===== config.mk =====
export PLATFORM = sky130hd
export DESIGN_NAME = quick_uart_rx_ex_flat
export DESIGN_NICKNAME = d
export VERILOG_FILES = /design/src/rtl/quick_uart_pkg.sv /design/src/rtl/quick_uart_rx_ex_if.sv /design/src/rtl/quick_uart_fifo.sv /design/src/rtl/quick_uart_rx_ex.sv /design/src/flat_wrapper.sv
export SDC_FILE = /design/constraint.sdc
export NUM_CORES = 1
export LEC_CHECK = 0
export CORE_MARGIN = 1
export CORE_UTILIZATION = 29
export CTS_BUF_LIST = sky130_fd_sc_hd__clkbuf_2
export DETAILED_ROUTE_END_ITERATION = 16
export GPL_ROUTABILITY_DRIVEN = 0
export MAX_ROUTING_LAYER = met4
export PLACE_DENSITY_LB_ADDON = 0.05
export SYNTH_ARGS = -nofsm -noshare
export SYNTH_HDL_FRONTEND = slang
export SYNTH_SLANG_ARGS = --single-unit

===== constraint.sdc =====
create_clock -name clk_i -period 4.32 [get_ports clk_i]
set_clock_uncertainty 0.2 [all_clocks]
set_input_delay 0.864 -clock clk_i [delete_from_list [all_inputs] [get_ports clk_i]]
set_output_delay 0.864 -clock clk_i [all_outputs]
set_load 0.01 [all_outputs]

===== src/rtl/quick_uart_pkg.sv =====
`default_nettype none
// ============================================================================
//  Package : quick_uart_pkg
//  Shared types for the quick_uart block set: parity selection, receiver
//  state encoding and the per-word receive status bundle.
//  Revision: 1.0 - initial release
// ============================================================================
package quick_uart_pkg;

    typedef enum logic [1:0] {
        PAR_NONE = 2'd0,
        PAR_ODD  = 2'd1,
        PAR_EVEN = 2'd2
    } parity_e;

    typedef enum logic [2:0] {
        RX_IDLE   = 3'd0,
        RX_START  = 3'd1,
        RX_DATA   = 3'd2,
        RX_PARITY = 3'd3,
        RX_STOP   = 3'd4
    } rx_state_e;

    // Status travelling with each received word through the output FIFO.
    typedef struct packed {
        logic dropped;
        logic parity_err;
        logic frame_err;
        logic brk;
    } rx_status_t;

endpackage
`default_nettype wire


===== src/rtl/quick_uart_rx_ex_if.sv =====
`default_nettype none
// ============================================================================
//  Interface : quick_uart_rx_ex_if
//  Ready/valid word stream from the receiver to its consumer.
//  Signals : valid_o, data_o, data_dropped_o, parity_err_o, frame_err_o,
//            break_o (receiver -> consumer), ready_i (consumer -> receiver)
//  Modports: master = receiver side, slave = consumer side
//  Revision: 1.0 - initial release
// ============================================================================
interface quick_uart_rx_ex_if #(
    parameter int DATA_BITS = 8
);
    logic                 valid_o;
    logic                 ready_i;
    logic [DATA_BITS-1:0] data_o;
    logic                 data_dropped_o;
    logic                 parity_err_o;
    logic                 frame_err_o;
    logic                 break_o;

    modport master (
        output valid_o, data_o, data_dropped_o, parity_err_o, frame_err_o, break_o,
        input  ready_i
    );

    modport slave (
        input  valid_o, data_o, data_dropped_o, parity_err_o, frame_err_o, break_o,
        output ready_i
    );
endinterface
`default_nettype wire


===== src/rtl/quick_uart_fifo.sv =====
`default_nettype none
// ============================================================================
//  Module  : quick_uart_fifo
//  Generic synchronous FIFO. Head entry is read straight from the storage
//  flops so a pop exposes the next entry on the following cycle and
//  back-to-back pops sustain one entry per clock. A push into a full FIFO is
//  accepted only when a pop happens in the same cycle.
//  Ports   : clk, rst       - clock, synchronous active-high reset
//            i_push, i_data - write request and entry
//            i_pop          - read request (ignored when empty)
//            o_full         - no free entry this cycle
//            o_valid,o_data - head entry present / head entry (0 when empty)
//  Revision: 1.0 - initial release
// ============================================================================
module quick_uart_fifo #(
    parameter int WIDTH = 8,
    parameter int DEPTH = 4
) (
    input  wire logic             clk,
    input  wire logic             rst,
    input  wire logic             i_push,
    input  wire logic [WIDTH-1:0] i_data,
    input  wire logic             i_pop,
    output logic                  o_full,
    output logic                  o_valid,
    output logic [WIDTH-1:0]      o_data
);
    localparam int c_AW = $clog2(DEPTH);

    logic [WIDTH-1:0] r_mem [DEPTH];
    // One extra pointer bit separates the full and empty cases.
    logic [c_AW:0]    r_wr_ptr;
    logic [c_AW:0]    r_rd_ptr;
    logic             w_empty;
    logic             w_full;
    logic             w_wr;
    logic             w_rd;

    assign w_empty = (r_wr_ptr == r_rd_ptr);
    assign w_full  = (r_wr_ptr[c_AW] != r_rd_ptr[c_AW]) &&
                     (r_wr_ptr[c_AW-1:0] == r_rd_ptr[c_AW-1:0]);
    assign w_rd    = i_pop && !w_empty;
    assign w_wr    = i_push && (!w_full || w_rd);

    always_ff @(posedge clk) begin
        if (rst) begin
            r_wr_ptr <= '0;
            r_rd_ptr <= '0;
        end else begin
            if (w_wr) r_wr_ptr <= r_wr_ptr + 1'b1;
            if (w_rd) r_rd_ptr <= r_rd_ptr + 1'b1;
        end
    end

    always_ff @(posedge clk) begin
        if (w_wr && !rst) r_mem[r_wr_ptr[c_AW-1:0]] <= i_data;
    end

    assign o_full  = w_full;
    assign o_valid = !w_empty;
    assign o_data  = w_empty ? '0 : r_mem[r_rd_ptr[c_AW-1:0]];

endmodule
`default_nettype wire


===== src/rtl/quick_uart_rx_ex.sv =====
`default_nettype none
// ============================================================================
//  Module  : quick_uart_rx_ex
//  UART receiver with configurable data/parity/stop bits, start-bit glitch
//  rejection, per-word framing/parity/break status and an output FIFO.
//  Ports   : clk_i, rst_i - clock, synchronous active-high reset
//            rx_i         - asynchronous serial line, idles high
//            busy_o       - a frame is in progress
//            rx_if        - ready/valid word stream (master side)
//  Revision: 1.0 - initial release
// ============================================================================
module quick_uart_rx_ex
    import quick_uart_pkg::*;
#(
    parameter int DIV        = 5,
    parameter int DATA_BITS  = 8,
    parameter int PARITY     = 0,
    parameter int STOP_BITS  = 1,
    parameter int FIFO_DEPTH = 4
) (
    input  wire logic           clk_i,
    input  wire logic           rst_i,
    input  wire logic           rx_i,
    output logic                busy_o,
    quick_uart_rx_ex_if.master  rx_if
);
    localparam int c_CNT_W = $clog2(DIV + 1);
    localparam int c_ST_W  = $bits(rx_status_t);
    localparam int c_FW    = c_ST_W + DATA_BITS;

    localparam logic [c_CNT_W-1:0] c_HALF = c_CNT_W'(DIV / 2);
    localparam logic [c_CNT_W-1:0] c_FULL = c_CNT_W'(DIV);

    localparam logic [2:0] c_S_IDLE   = RX_IDLE;
    localparam logic [2:0] c_S_START  = RX_START;
    localparam logic [2:0] c_S_DATA   = RX_DATA;
    localparam logic [2:0] c_S_PARITY = RX_PARITY;
    localparam logic [2:0] c_S_STOP   = RX_STOP;

    logic [1:0]           r_sync;
    logic [2:0]           r_state;
    logic                 r_armed;
    logic [c_CNT_W-1:0]   r_cnt;
    logic [3:0]           r_bits;
    logic [DATA_BITS-1:0] r_shift;
    logic                 r_perr;
    logic                 r_ferr;
    logic                 r_lost;

    logic [2:0]           w_state_d;
    logic                 w_armed_d;
    logic [c_CNT_W-1:0]   w_cnt_d;
    logic [3:0]           w_bits_d;
    logic [DATA_BITS-1:0] w_shift_d;
    logic                 w_perr_d;
    logic                 w_ferr_d;
    logic                 w_lost_d;

    logic                 w_rx;
    logic                 w_tick;
    logic                 w_par_exp;
    logic                 w_push;
    logic                 w_pop;
    logic                 w_full;
    logic                 w_accept;
    rx_status_t           w_push_st;
    rx_status_t           w_head_st;
    logic [c_FW-1:0]      w_head;

    assign w_rx = r_sync[1];
    // The counter is reloaded with DIV on every sample, so a value of 1
    // marks the next sample point exactly DIV cycles later.
    assign w_tick = (r_cnt == c_CNT_W'(1));

    generate
        if (PARITY == int'(PAR_ODD)) begin : g_par_odd
            assign w_par_exp = ~^r_shift;
        end else if (PARITY == int'(PAR_EVEN)) begin : g_par_even
            assign w_par_exp = ^r_shift;
        end else begin : g_par_none
            assign w_par_exp = 1'b0;
        end
    endgenerate

    always_comb begin
        w_state_d = r_state;
        w_armed_d = r_armed;
        w_cnt_d   = r_cnt;
        w_bits_d  = r_bits;
        w_shift_d = r_shift;
        w_perr_d  = r_perr;
        w_ferr_d  = r_ferr;
        w_push    = 1'b0;

        if (r_state != c_S_IDLE && !w_tick) w_cnt_d = r_cnt - c_CNT_W'(1);

        case (r_state)
            c_S_IDLE: begin
                // A line stuck low after a break must go high before the
                // next start bit is accepted.
                if (w_rx) begin
                    w_armed_d = 1'b1;
                end else if (r_armed) begin
                    w_state_d = c_S_START;
                    w_armed_d = 1'b0;
                    w_cnt_d   = c_HALF;
                end
            end
            c_S_START: begin
                if (w_tick) begin
                    if (w_rx) begin
                        w_state_d = c_S_IDLE;
                        w_armed_d = 1'b1;
                    end else begin
                        w_state_d = c_S_DATA;
                        w_cnt_d   = c_FULL;
                        w_bits_d  = '0;
                        w_perr_d  = 1'b0;
                        w_ferr_d  = 1'b0;
                    end
                end
            end
            c_S_DATA: begin
                if (w_tick) begin
                    w_shift_d = {w_rx, r_shift[DATA_BITS-1:1]};
                    w_cnt_d   = c_FULL;
                    if (r_bits == 4'(DATA_BITS - 1)) begin
                        w_bits_d  = '0;
                        w_state_d = (PARITY != int'(PAR_NONE)) ? c_S_PARITY : c_S_STOP;
                    end else begin
                        w_bits_d = r_bits + 4'd1;
                    end
                end
            end
            c_S_PARITY: begin
                if (w_tick) begin
                    w_perr_d  = (w_rx != w_par_exp);
                    w_cnt_d   = c_FULL;
                    w_state_d = c_S_STOP;
                end
            end
            c_S_STOP: begin
                if (w_tick) begin
                    w_ferr_d = r_ferr | ~w_rx;
                    w_cnt_d  = c_FULL;
                    if (r_bits == 4'(STOP_BITS - 1)) begin
                        w_push    = 1'b1;
                        w_state_d = c_S_IDLE;
                        w_armed_d = w_rx;
                        w_bits_d  = '0;
                    end else begin
                        w_bits_d = r_bits + 4'd1;
                    end
                end
            end
            default: begin
                w_state_d = c_S_IDLE;
                w_armed_d = 1'b0;
            end
        endcase
    end

    always_comb begin
        w_push_st            = '0;
        w_push_st.dropped    = r_lost;
        w_push_st.parity_err = r_perr;
        w_push_st.frame_err  = w_ferr_d;
        w_push_st.brk        = w_ferr_d && (r_shift == '0);
    end

    // A pop in the same cycle frees the slot a full FIFO needs for the push.
    assign w_pop    = rx_if.valid_o && rx_if.ready_i;
    assign w_accept = w_push && (!w_full || w_pop);
    assign w_lost_d = w_push ? !w_accept : r_lost;

    always_ff @(posedge clk_i) begin
        if (rst_i) begin
            r_sync  <= 2'b11;
            r_state <= c_S_IDLE;
            r_armed <= 1'b0;
            r_cnt   <= '0;
            r_bits  <= '0;
            r_shift <= '0;
            r_perr  <= 1'b0;
            r_ferr  <= 1'b0;
            r_lost  <= 1'b0;
        end else begin
            r_sync  <= {r_sync[0], rx_i};
            r_state <= w_state_d;
            r_armed <= w_armed_d;
            r_cnt   <= w_cnt_d;
            r_bits  <= w_bits_d;
            r_shift <= w_shift_d;
            r_perr  <= w_perr_d;
            r_ferr  <= w_ferr_d;
            r_lost  <= w_lost_d;
        end
    end

    quick_uart_fifo #(
        .WIDTH (c_FW),
        .DEPTH (FIFO_DEPTH)
    ) u_fifo (
        .clk     (clk_i),
        .rst     (rst_i),
        .i_push  (w_push),
        .i_data  ({w_push_st, r_shift}),
        .i_pop   (w_pop),
        .o_full  (w_full),
        .o_valid (rx_if.valid_o),
        .o_data  (w_head)
    );

    assign w_head_st            = w_head[c_FW-1:DATA_BITS];
    assign rx_if.data_o         = w_head[DATA_BITS-1:0];
    assign rx_if.data_dropped_o = w_head_st.dropped;
    assign rx_if.parity_err_o   = w_head_st.parity_err;
    assign rx_if.frame_err_o    = w_head_st.frame_err;
    assign rx_if.break_o        = w_head_st.brk;
    assign busy_o               = (r_state != c_S_IDLE);

endmodule
`default_nettype wire

===== src/flat_wrapper.sv =====
// flat-port wrapper written by rule: the top's interface ports become plain ports
module quick_uart_rx_ex_flat import quick_uart_pkg::*;
#(
    parameter int DIV        = 5,
    parameter int DATA_BITS  = 8,
    parameter int PARITY     = 0,
    parameter int STOP_BITS  = 1,
    parameter int FIFO_DEPTH = 4
)
  (clk_i, rst_i, rx_i, busy_o, rx_if_valid_o, rx_if_data_o, rx_if_data_dropped_o, rx_if_parity_err_o, rx_if_frame_err_o, rx_if_break_o, rx_if_ready_i);
  quick_uart_rx_ex_if #(.DATA_BITS(DATA_BITS)) rx_if_i ();
  input  wire logic clk_i;
  input  wire logic rst_i;
  input  wire logic rx_i;
  output logic busy_o;
  output wire logic [$bits(rx_if_i.valid_o)-1:0] rx_if_valid_o;
  output wire logic [$bits(rx_if_i.data_o)-1:0] rx_if_data_o;
  output wire logic [$bits(rx_if_i.data_dropped_o)-1:0] rx_if_data_dropped_o;
  output wire logic [$bits(rx_if_i.parity_err_o)-1:0] rx_if_parity_err_o;
  output wire logic [$bits(rx_if_i.frame_err_o)-1:0] rx_if_frame_err_o;
  output wire logic [$bits(rx_if_i.break_o)-1:0] rx_if_break_o;
  input wire logic [$bits(rx_if_i.ready_i)-1:0] rx_if_ready_i;
  assign rx_if_valid_o = rx_if_i.valid_o;
  assign rx_if_data_o = rx_if_i.data_o;
  assign rx_if_data_dropped_o = rx_if_i.data_dropped_o;
  assign rx_if_parity_err_o = rx_if_i.parity_err_o;
  assign rx_if_frame_err_o = rx_if_i.frame_err_o;
  assign rx_if_break_o = rx_if_i.break_o;
  assign rx_if_i.ready_i = rx_if_ready_i;
  quick_uart_rx_ex #(.DIV(DIV), .DATA_BITS(DATA_BITS), .PARITY(PARITY), .STOP_BITS(STOP_BITS), .FIFO_DEPTH(FIFO_DEPTH)) u_core (.clk_i(clk_i), .rst_i(rst_i), .rx_i(rx_i), .busy_o(busy_o), .rx_if(rx_if_i));
endmodule

## Word level (Yosys, flattened, before mapping)

Memories as Yosys holds them, arrays and structs flattened. A register that Yosys moved wholly into a read port is not among the register bits.
Cells that the tools add are included.

| word-level totals | value |
|---|---|
| word-level logic and storage cells | 112 |
| memories kept | 1 |
| register bits | 30 |
| memory bits (writable) | 48 |
| output and inout bits | 14 |

Memories:

| memory | depth | width | rd ports | clocked after Yosys merged registers in | wr ports | RTL line | text |
|---|---|---|---|---|---|---|---|
| u_core.u_fifo.r_mem | 4 | 12 | 1 | 1 | 1 | quick_uart_fifo.sv:30 | `logic [WIDTH-1:0] r_mem [DEPTH];` |

| operators by class | value |
|---|---|
| eq/ne operators | 19 |
| multiplexer cells | 46 |
| reduce and logical (&&, ||, !) cells | 28 |
| add/subtract/negate cells | 4 |
| bitwise gates (word level) | 3 |

Operator list:

| cell | count |
|---|---|
| $mux W3 | 14 |
| $mux W4 | 6 |
| $mux W1 | 16 |
| $ne A2 B1 Y1 const B | 8 |
| $pmux W3 S5 | 1 |
| $mux W12 | 1 |
| $pmux W4 S3 | 1 |
| $reduce_and A5 Y1 | 2 |
| $pmux W3 S3 | 1 |
| $logic_and A1 B1 Y1 | 8 |
| $logic_not A8 Y1 | 1 |
| $reduce_and A8 Y1 | 1 |
| $add A3 B1 Y3 const B | 2 |
| $eq A3 B1 Y1 const B | 2 |
| $eq A3 B2 Y1 const B | 2 |
| $mux W2 | 3 |
| $reduce_bool A3 Y1 | 2 |
| $logic_not A1 Y1 | 5 |
| $add A4 B1 Y4 const B | 1 |
| $eq A4 B3 Y1 const B | 1 |
| $logic_not A4 Y1 | 1 |
| $ne A2 B2 Y1 const B | 2 |
| $pmux W1 S2 | 2 |
| $pmux W1 S4 | 1 |
| 14 further kinds | 16 |

## Depth between registers and ports, before layout

Gate-level depths: netlist of run 1.

| depth | value |
|---|---|
| depth after elaboration | 9 |
| gate-level depth with buffers | 8 |
| depth with buffers taken out | 7 |

## By module

Synthesis of run 1 repeated with hierarchy kept, for this count alone.

| unflattened totals | value |
|---|---|
| cells, all modules | 283 |
| area, all modules | 3664.8 um^2 |

Modules (own cells, without submodules):

| module | instances | area each (um^2) | sequential area each (um^2) | cells each |
|---|---|---|---|---|
| quick_uart_fifo | 1 | 2352.3 | 1601.5 | 136 |
| quick_uart_rx_ex | 1 | 1312.5 | 480.5 | 147 |

## Worst setup path after synthesis of run 1

OpenSTA, ideal clock, no wires.

| timing | value |
|---|---|
| path kind | reg-to-output |
| start | register with a tool-made name |
| end | output port rx_if_break_o |
| buffers on the path | 1 |
| arrival time | 1379 ps |
| slack | 1877 ps |
| cell stages (with the launch flop) | 4 |
| path through | dfxtp_1 -> buf_2 -> mux4_2 -> and2_1 |

RTL lines:

| item | RTL line | text |
|---|---|---|
| end: declaration | flat_wrapper.sv:21 | `output wire logic [$bits(rx_if_i.break_o)-1:0] rx_if_break_o;` |

==> results of run 1 <==
## cell families (layout without fill, tap and decap cells)
logic type	after synthesis	count (layout)	synth area share, %
AOI/OAI and AO/OA	38	38	6.74
and+or+nand+nor	101	101	16.3
xor gates and xnor gates	8	8	2.03
adders and majority gates	9	9	3.26
DFF	80	80	60.3
buffers and inverters	20	45	2.57
muxes	15	15	8.74
## stage by stage
step / utilization, % / hold slack [ps] / setup slack [ps] / cells / instance area, um^2
global route: 33.8 / 266 / 450 / 439 / 3890
global placement: 32.7 / 205 / 1270 / 423 / 3770
detailed placement: 32.7 / 195 / 1260 / 423 / 3770
floorplan: - / 189 / 1880 / 271 / 3450
CTS: 33.8 / 245 / 571 / 439 / 3890
finish: 33.8 / 240 / 680 / 439 / 3890
## power groups by stage
stage | Combinational [mW] | Clock (mW) | Sequential [mW]
after detailed placement | 0.106 | 0 | 0.847
after global placement | 0.108 | 0 | 0.847
after CTS | 0.107 | 0.444 | 0.832
after floorplan | 0.0895 | 0 | 0.837
after global routing | 0.122 | 0.469 | 0.835
final | 0.107 | 0.423 | 0.832
## metal layers
layer  part of all wire [%]  global-route usage (%)  vias up
met5                      0                       -        -
met4                    1.7                    5.14        0
met3                    2.9                    3.28       11
met2                     47                    19.3       28
met1                     48                    14.8     1000
li1                       -                       -     1028
## sequential cells by signal, indices dropped and copies added, names as in the netlist, named ones only
signal	cells
u_core.u_fifo.r_rd_ptr	3
u_core.r_sync	2
u_core.u_fifo.r_wr_ptr	3
u_core.r_state	3
u_core.r_bits	4
u_core.r_lost	1
u_core.u_fifo.r_mem	48
u_core.r_perr	1
u_core.r_ferr	1
u_core.r_cnt	3
u_core.r_armed	1
u_core.r_shift	8
## path summary, 6_finish.rpt
path,startpoint,slack (ps),end
max,register,680,rx_if_frame_err_o
min,u_core.r_sync[0],240,u_core.r_sync[1]
max reg2reg,u_core.r_state[2],1730,u_core.u_fifo.r_mem[1][8]
min reg2reg,u_core.r_sync[0],240,u_core.r_sync[1]
## cells in the mapped netlist (2+ instances only)
cell / number / area (um^2)
sky130_fd_sc_hd__mux2i_1: 2 / 20.0
sky130_fd_sc_hd__nand3_1: 13 / 65.1
sky130_fd_sc_hd__nand2_1: 18 / 67.6
sky130_fd_sc_hd__mux4_2: 12 / 270
sky130_fd_sc_hd__nor4_1: 2 / 12.5
sky130_fd_sc_hd__xnor2_1: 3 / 26.3
sky130_fd_sc_hd__and2_1: 17 / 106
sky130_fd_sc_hd__a31oi_1: 2 / 12.5
sky130_fd_sc_hd__nand2b_1: 6 / 37.5
sky130_fd_sc_hd__inv_1: 9 / 33.8
sky130_fd_sc_hd__or2_2: 2 / 12.5
sky130_fd_sc_hd__nand3b_1: 4 / 30.0
sky130_fd_sc_hd__o21ai_0: 5 / 25.0
sky130_fd_sc_hd__nor3_1: 4 / 20.0
sky130_fd_sc_hd__xor2_1: 5 / 43.8
sky130_fd_sc_hd__ha_1: 9 / 113
sky130_fd_sc_hd__a21oi_1: 20 / 100
sky130_fd_sc_hd__dfxtp_1: 32 / 641
sky130_fd_sc_hd__clkbuf_1: 7 / 26.3
sky130_fd_sc_hd__nor2b_1: 4 / 25.0
sky130_fd_sc_hd__buf_2: 2 / 10.0
sky130_fd_sc_hd__edfxtp_1: 48 / 1440
sky130_fd_sc_hd__o211ai_1: 2 / 15.0
sky130_fd_sc_hd__a211oi_1: 3 / 22.5
sky130_fd_sc_hd__nor2_1: 21 / 78.8
## area by class of cell
cell class / count / area share, %
clock buffers: 9 / 1.16
clock inverters: 7 / 1.96
inverters: 9 / 0.869
multi-input cells: 171 / 32.9
flip-flops and latches: 80 / 53.5
well taps: 143 / 4.60
repair buffers: 20 / 4.95
==> flow_summary_export.csv, run 1 <==
group,metric,value,unit
critical_path,timing.critical_path.fanout_max,8,
pwr,peak_supply_drop,0.000164,V
pwr,power_frac_comb,7.8,%
pwr,internal_power,0.997,mW
timing,totalNegativeSetupSlack,0,ps
critical_path,cp_num_cells,4,
timing,finalCritPeriodShare,84.3,%
pwr,pwr_cell_area,350,nW/um^2
drt,drtIter0Drc,105,
global_route,grt.total_usage,12.2,%
final_layout,seqCellArea,2080,um^2
floorplan,die_area,12300,um^2
global_route,grt_first_pass_wirelength,11000,um
synthesis,synth-async-reset-ratio,0,%
drt,vias,2067,
critical_path,data_required_time_at_the_worst_endpoint,3260,ps
cts,number_of_buffers_created_by_cts,9,
synthesis,synth_nets,284,
timing,grt_setup_unrepaired,"false",
cts,cts.clk_slew.worst_paths,260,ps
cts,tritoncts,"yes",
final_layout,antenna_cells,0,
cts,htree_num_levels,3,
critical_path,crit_path_cell_trace,"buf_4 -> mux4_2 -> and2_1 -> clkdlybuf4s50_1",
cts,hold_buffer_count_at_cts,0,
synthesis,postSynthRegisterBits,80,
timing,hold_viol,0,
pwr,total_power,1.36,mW
pwr,total_leakage_power,1.29,nW
floorplan,placeableCoreArea,11500,um^2
final_layout,design.final.nets,304,
pwr,p_sw,0.364,mW
worst_hold_path,worst_hold_path_type,"reg -> reg",
global_route,globalRouteOverflowTotal,0,
critical_path,critPathCaptureType,"output port",
status,violated_checks,"DRC",
critical_path,crit_path_max_delay_cell_type,"sky130_fd_sc_hd__dfxtp_1",
timing,period_minus_slack,3640,ps
timing,fmax,275,MHz
global_route,first_global_vias,2011,
flow_run,timing.max_cap.violations,0,
synthesis,ys.warnings.count,0,
synthesis,netlist_instances,271,
drt,antenna_violating_nets_post_route,0,
synthesis,post_synth_num_cell_types,44,
timing,slew_headroom,54.0,%
pwr,switching_share,26.7,%
synthesis,synth.avg_cell_area,12.7,um^2
timing,maxSlewViolCount,0,
synthesis,synth_enable_flop_cells,48,
final_layout,post_route_cells_drive_above_1_share,13.2,%
global_route,grt_antenna_before_repair,0,
final_layout,most_common_cell_after_layout_fill_and_taps_aside,"sky130_fd_sc_hd__edfxtp_1",
status,run_status,"finished, violations left",
drt,detailedRoute.firstPassIterationCount,12,
final_layout,final_cell_mix,"sky130_fd_sc_hd__edfxtp_1, sky130_fd_sc_hd__dfxtp_1, sky130_fd_sc_hd__nor2_1",
timing,setup_violations,0,
critical_path,critPathBufInv,2,
final_layout,nFillCells,1149,
critical_path,worstPathArrival,2580,ps
critical_path,crit_type,"reg -> out",
cts,clock_tree.root_cell,"sky130_fd_sc_hd__clkbuf_2",
cts,cts.sink_count,80,
floorplan,std_cell_rows,39,
global_route,grt_start_max_net_pins,32,
floorplan,io_pins,18,
drt,via_per_inst,4.71,
final_layout,multi_input_area,1280,um^2
floorplan,die_height,111,um
worst_hold_path,hold_path_depth,1,
critical_path,worst_path_largest_cell_delay,560,ps
cts,post-cts-setup-buffer-count,0,
timing,tightest_slew,691,ps
placed_design,place_hpwl,4340,um
pwr,seq_power_share,61.1,%
cts,worst_skew_pair.late_latency,550,ps
cts,cts-resized-gates,0,
placed_design,io_buffers,17,
drt,detail_route.wl_per_cell,15.4,um
floorplan,start_util,30.0,%
drt,post_route_drc,2,
synthesis,netlist_area,3450,um^2
critical_path,critical_path.startpoint_type,"register",
synthesis,synth-seq-area-share,60.3,%
final_layout,layout-area-overhead-vs-synth,12.7,%
floorplan,die_x,111,um
critical_path,worst-r2r-cell-count,5,
pwr,power_frac_clock,31.1,%
critical_path,critPathTopFamily,"buffers and inverters",
drt,sum_of_routed_wire_length_over_all_layers,6760,um
synthesis,synth_flop_cell,"sky130_fd_sc_hd__edfxtp_1",
cts,cts_max_path_buffers,2,
No activity file was read; power rests on OpenSTA's default activity.
==> run 2, diff against run 1 <==
clock period = 3.8 ns   (was 4.32 ns; I/O delays follow)
==> run 2 against run 1 <==
- the flow still finishes with violations (DRC)
- via count down 1.4%
- critical path type unchanged
- critical endpoint is now rx_if_data_o[7]
- setup slack worse by 280 ps
- cell area up 0.55%
- non-clock buffer count unchanged
- worst hold slack better by 3.0 ps
- largest cell class unchanged
==> flow_summary_export.csv, run 2 (synthesis gave the netlist of run 1 again) <==
group,metric,value,unit
floorplan,die_height,111,um
global_route,grt.total_usage,12.3,%
critical_path,critical_path.startpoint_type,"register",
timing,tightest_slew,661,ps
global_route,globalRouteOverflowTotal,0,
drt,vias,2038,
timing,slew_headroom,55.9,%
final_layout,layout-area-overhead-vs-synth,13.3,%
timing,grt_setup_unrepaired,"false",
cts,cts.clk_slew.worst_paths,250,ps
final_layout,design.final.nets,304,
critical_path,crit_type,"reg -> out",
worst_hold_path,worst_hold_path_type,"reg -> reg",
final_layout,final_cell_mix,"sky130_fd_sc_hd__edfxtp_1, sky130_fd_sc_hd__dfxtp_1, sky130_fd_sc_hd__nor2_1",
drt,post_route_drc,2,
floorplan,std_cell_rows,39,
global_route,grt_first_pass_wirelength,11300,um
status,violated_checks,"DRC",
critical_path,crit_path_cell_trace,"xnor2_1 -> nand3b_1 -> and2_1 -> clkdlybuf4s50_1",
cts,cts_max_path_buffers,2,
drt,sum_of_routed_wire_length_over_all_layers,6690,um
timing,final_worst_hold_slack,243,ps
timing,hold_viol,0,
timing,fmax,294,MHz
status,run_status,"finished, violations left",
cts,cts.sink_count,80,
timing,period_minus_slack,3400,ps
global_route,first_global_vias,2033,
placed_design,place_hpwl,4400,um
cts,worst_skew_pair.late_latency,530,ps
flow_run,timing.max_cap.violations,0,
critical_path,crit_path_max_delay_cell_type,"sky130_fd_sc_hd__dfxtp_1",
floorplan,io_pins,18,
pwr,total_power,1.61,mW
global_route,grt_start_max_net_pins,32,
cts,tritoncts,"yes",
cts,hold_buffer_count_at_cts,0,
floorplan,die_area,12300,um^2
final_layout,max_ffs_per_register,48,
timing,maxSlewViolCount,0,
final_layout,antenna_cells,0,
floorplan,die_x,111,um
global_route,grt_antenna_before_repair,0,
drt,via_per_inst,4.64,
timing,setup_violations,0,
drt,antenna_violating_nets_post_route,0,
final_layout,most_common_cell_after_layout_fill_and_taps_aside,"sky130_fd_sc_hd__edfxtp_1",
drt,detailedRoute.firstPassIterationCount,10,
drt,detail_route.wl_per_cell,15.2,um
final_layout,post_route_cells_drive_above_1_share,13.2,%
floorplan,placeableCoreArea,11500,um^2
critical_path,timing.critical_path.fanout_max,15,
critical_path,worstPathArrival,2440,ps
timing,finalCritPeriodShare,89.5,%
pwr,pwr_cell_area,411,nW/um^2
pwr,peak_supply_drop,0.000142,V
critical_path,data_required_time_at_the_worst_endpoint,2840,ps
cts,clock_tree.root_cell,"sky130_fd_sc_hd__clkbuf_2",
floorplan,start_util,30.0,%
cts,cts-resized-gates,0,
cts,htree_num_levels,3,
critical_path,worst_path_largest_cell_delay,490,ps
placed_design,io_buffers,17,
critical_path,critPathCaptureType,"output port",
drt,drtIter0Drc,111,
cts,number_of_buffers_created_by_cts,9,
pwr,total_leakage_power,1.30,nW
cts,post-cts-setup-buffer-count,0,
timing,totalNegativeSetupSlack,0,ps
## run 2: cell types whose count changed in the layout (fill, tap and decap cells not counted), sizes merged
cell	change
clkinv	-1
bufinv	+1
clkbuf	+1
inv	-1
## run 2: stage by stage
| step | util [%] | area (um^2) | instances | worst slack, ps |
|---|---|---|---|---|
| 4_1_cts | 34.0 | 3910 | 439 | 268 |
| 2_1_floorplan | - | 3450 | 271 | 1460 |
| 3_5_place_dp | 32.7 | 3770 | 423 | 855 |
| 6_report | 34.0 | 3910 | 439 | 400 |
| 3_3_place_gp | 32.7 | 3770 | 423 | 893 |
| 5_1_grt | 34.0 | 3910 | 439 | 120 |
## run 2: worst paths after layout
check                           slack, ps  cells past startpoint                      start                          to
worst max-delay path                  400                      4  u_core.u_fifo.r_wr_ptr[0]             rx_if_data_o[7]
worst min register to register        240                      1           u_core.r_sync[0]            u_core.r_sync[1]
worst max register to register       1190                      5          u_core.r_state[2]  u_core.u_fifo.r_mem[2][10]
worst min-delay path                  240                      1           u_core.r_sync[0]            u_core.r_sync[1]
## run 2: routing by layer
metal  vias to the layer above  global-route usage [%]  wire, um
met1                       973                    15.7      3220
met4                         0                    5.68        89
li1                       1030                       -         -
met3                         9                    2.41       137
met2                        26                    18.9      3240
met5                         -                       -         0
## run 2: final cells by class
| type | instances | area, um^2 |
|---|---|---|
| fillers | 1161 | 7610 |
| clock buffers | 10 | 50.0 |
| clock inverters | 6 | 92.6 |
| inverters | 9 | 33.8 |
| well taps | 143 | 179 |
| repair buffers | 20 | 193 |
| flip-flops and latches | 80 | 2080 |
| multi-input cells | 171 | 1280 |
## run 2: critical path, delay by kind of cell, from the launching register on
kind | cells | cell delay (ps)
DFF | 1 | 490
and+or+nand+nor | 2 | 770
xor gates and xnor gates | 1 | 170
buffers and inverters | 1 | 470
## run 2: power breakdown
| part | switching [mW] | total [mW] | internal, mW |
|---|---|---|---|
| sequential | 0.0196 | 0.944 | 0.925 |
| clock | 0.319 | 0.544 | 0.225 |
| combinational | 0.0683 | 0.120 | 0.0513 |
| total | 0.407 | 1.61 | 1.20 |
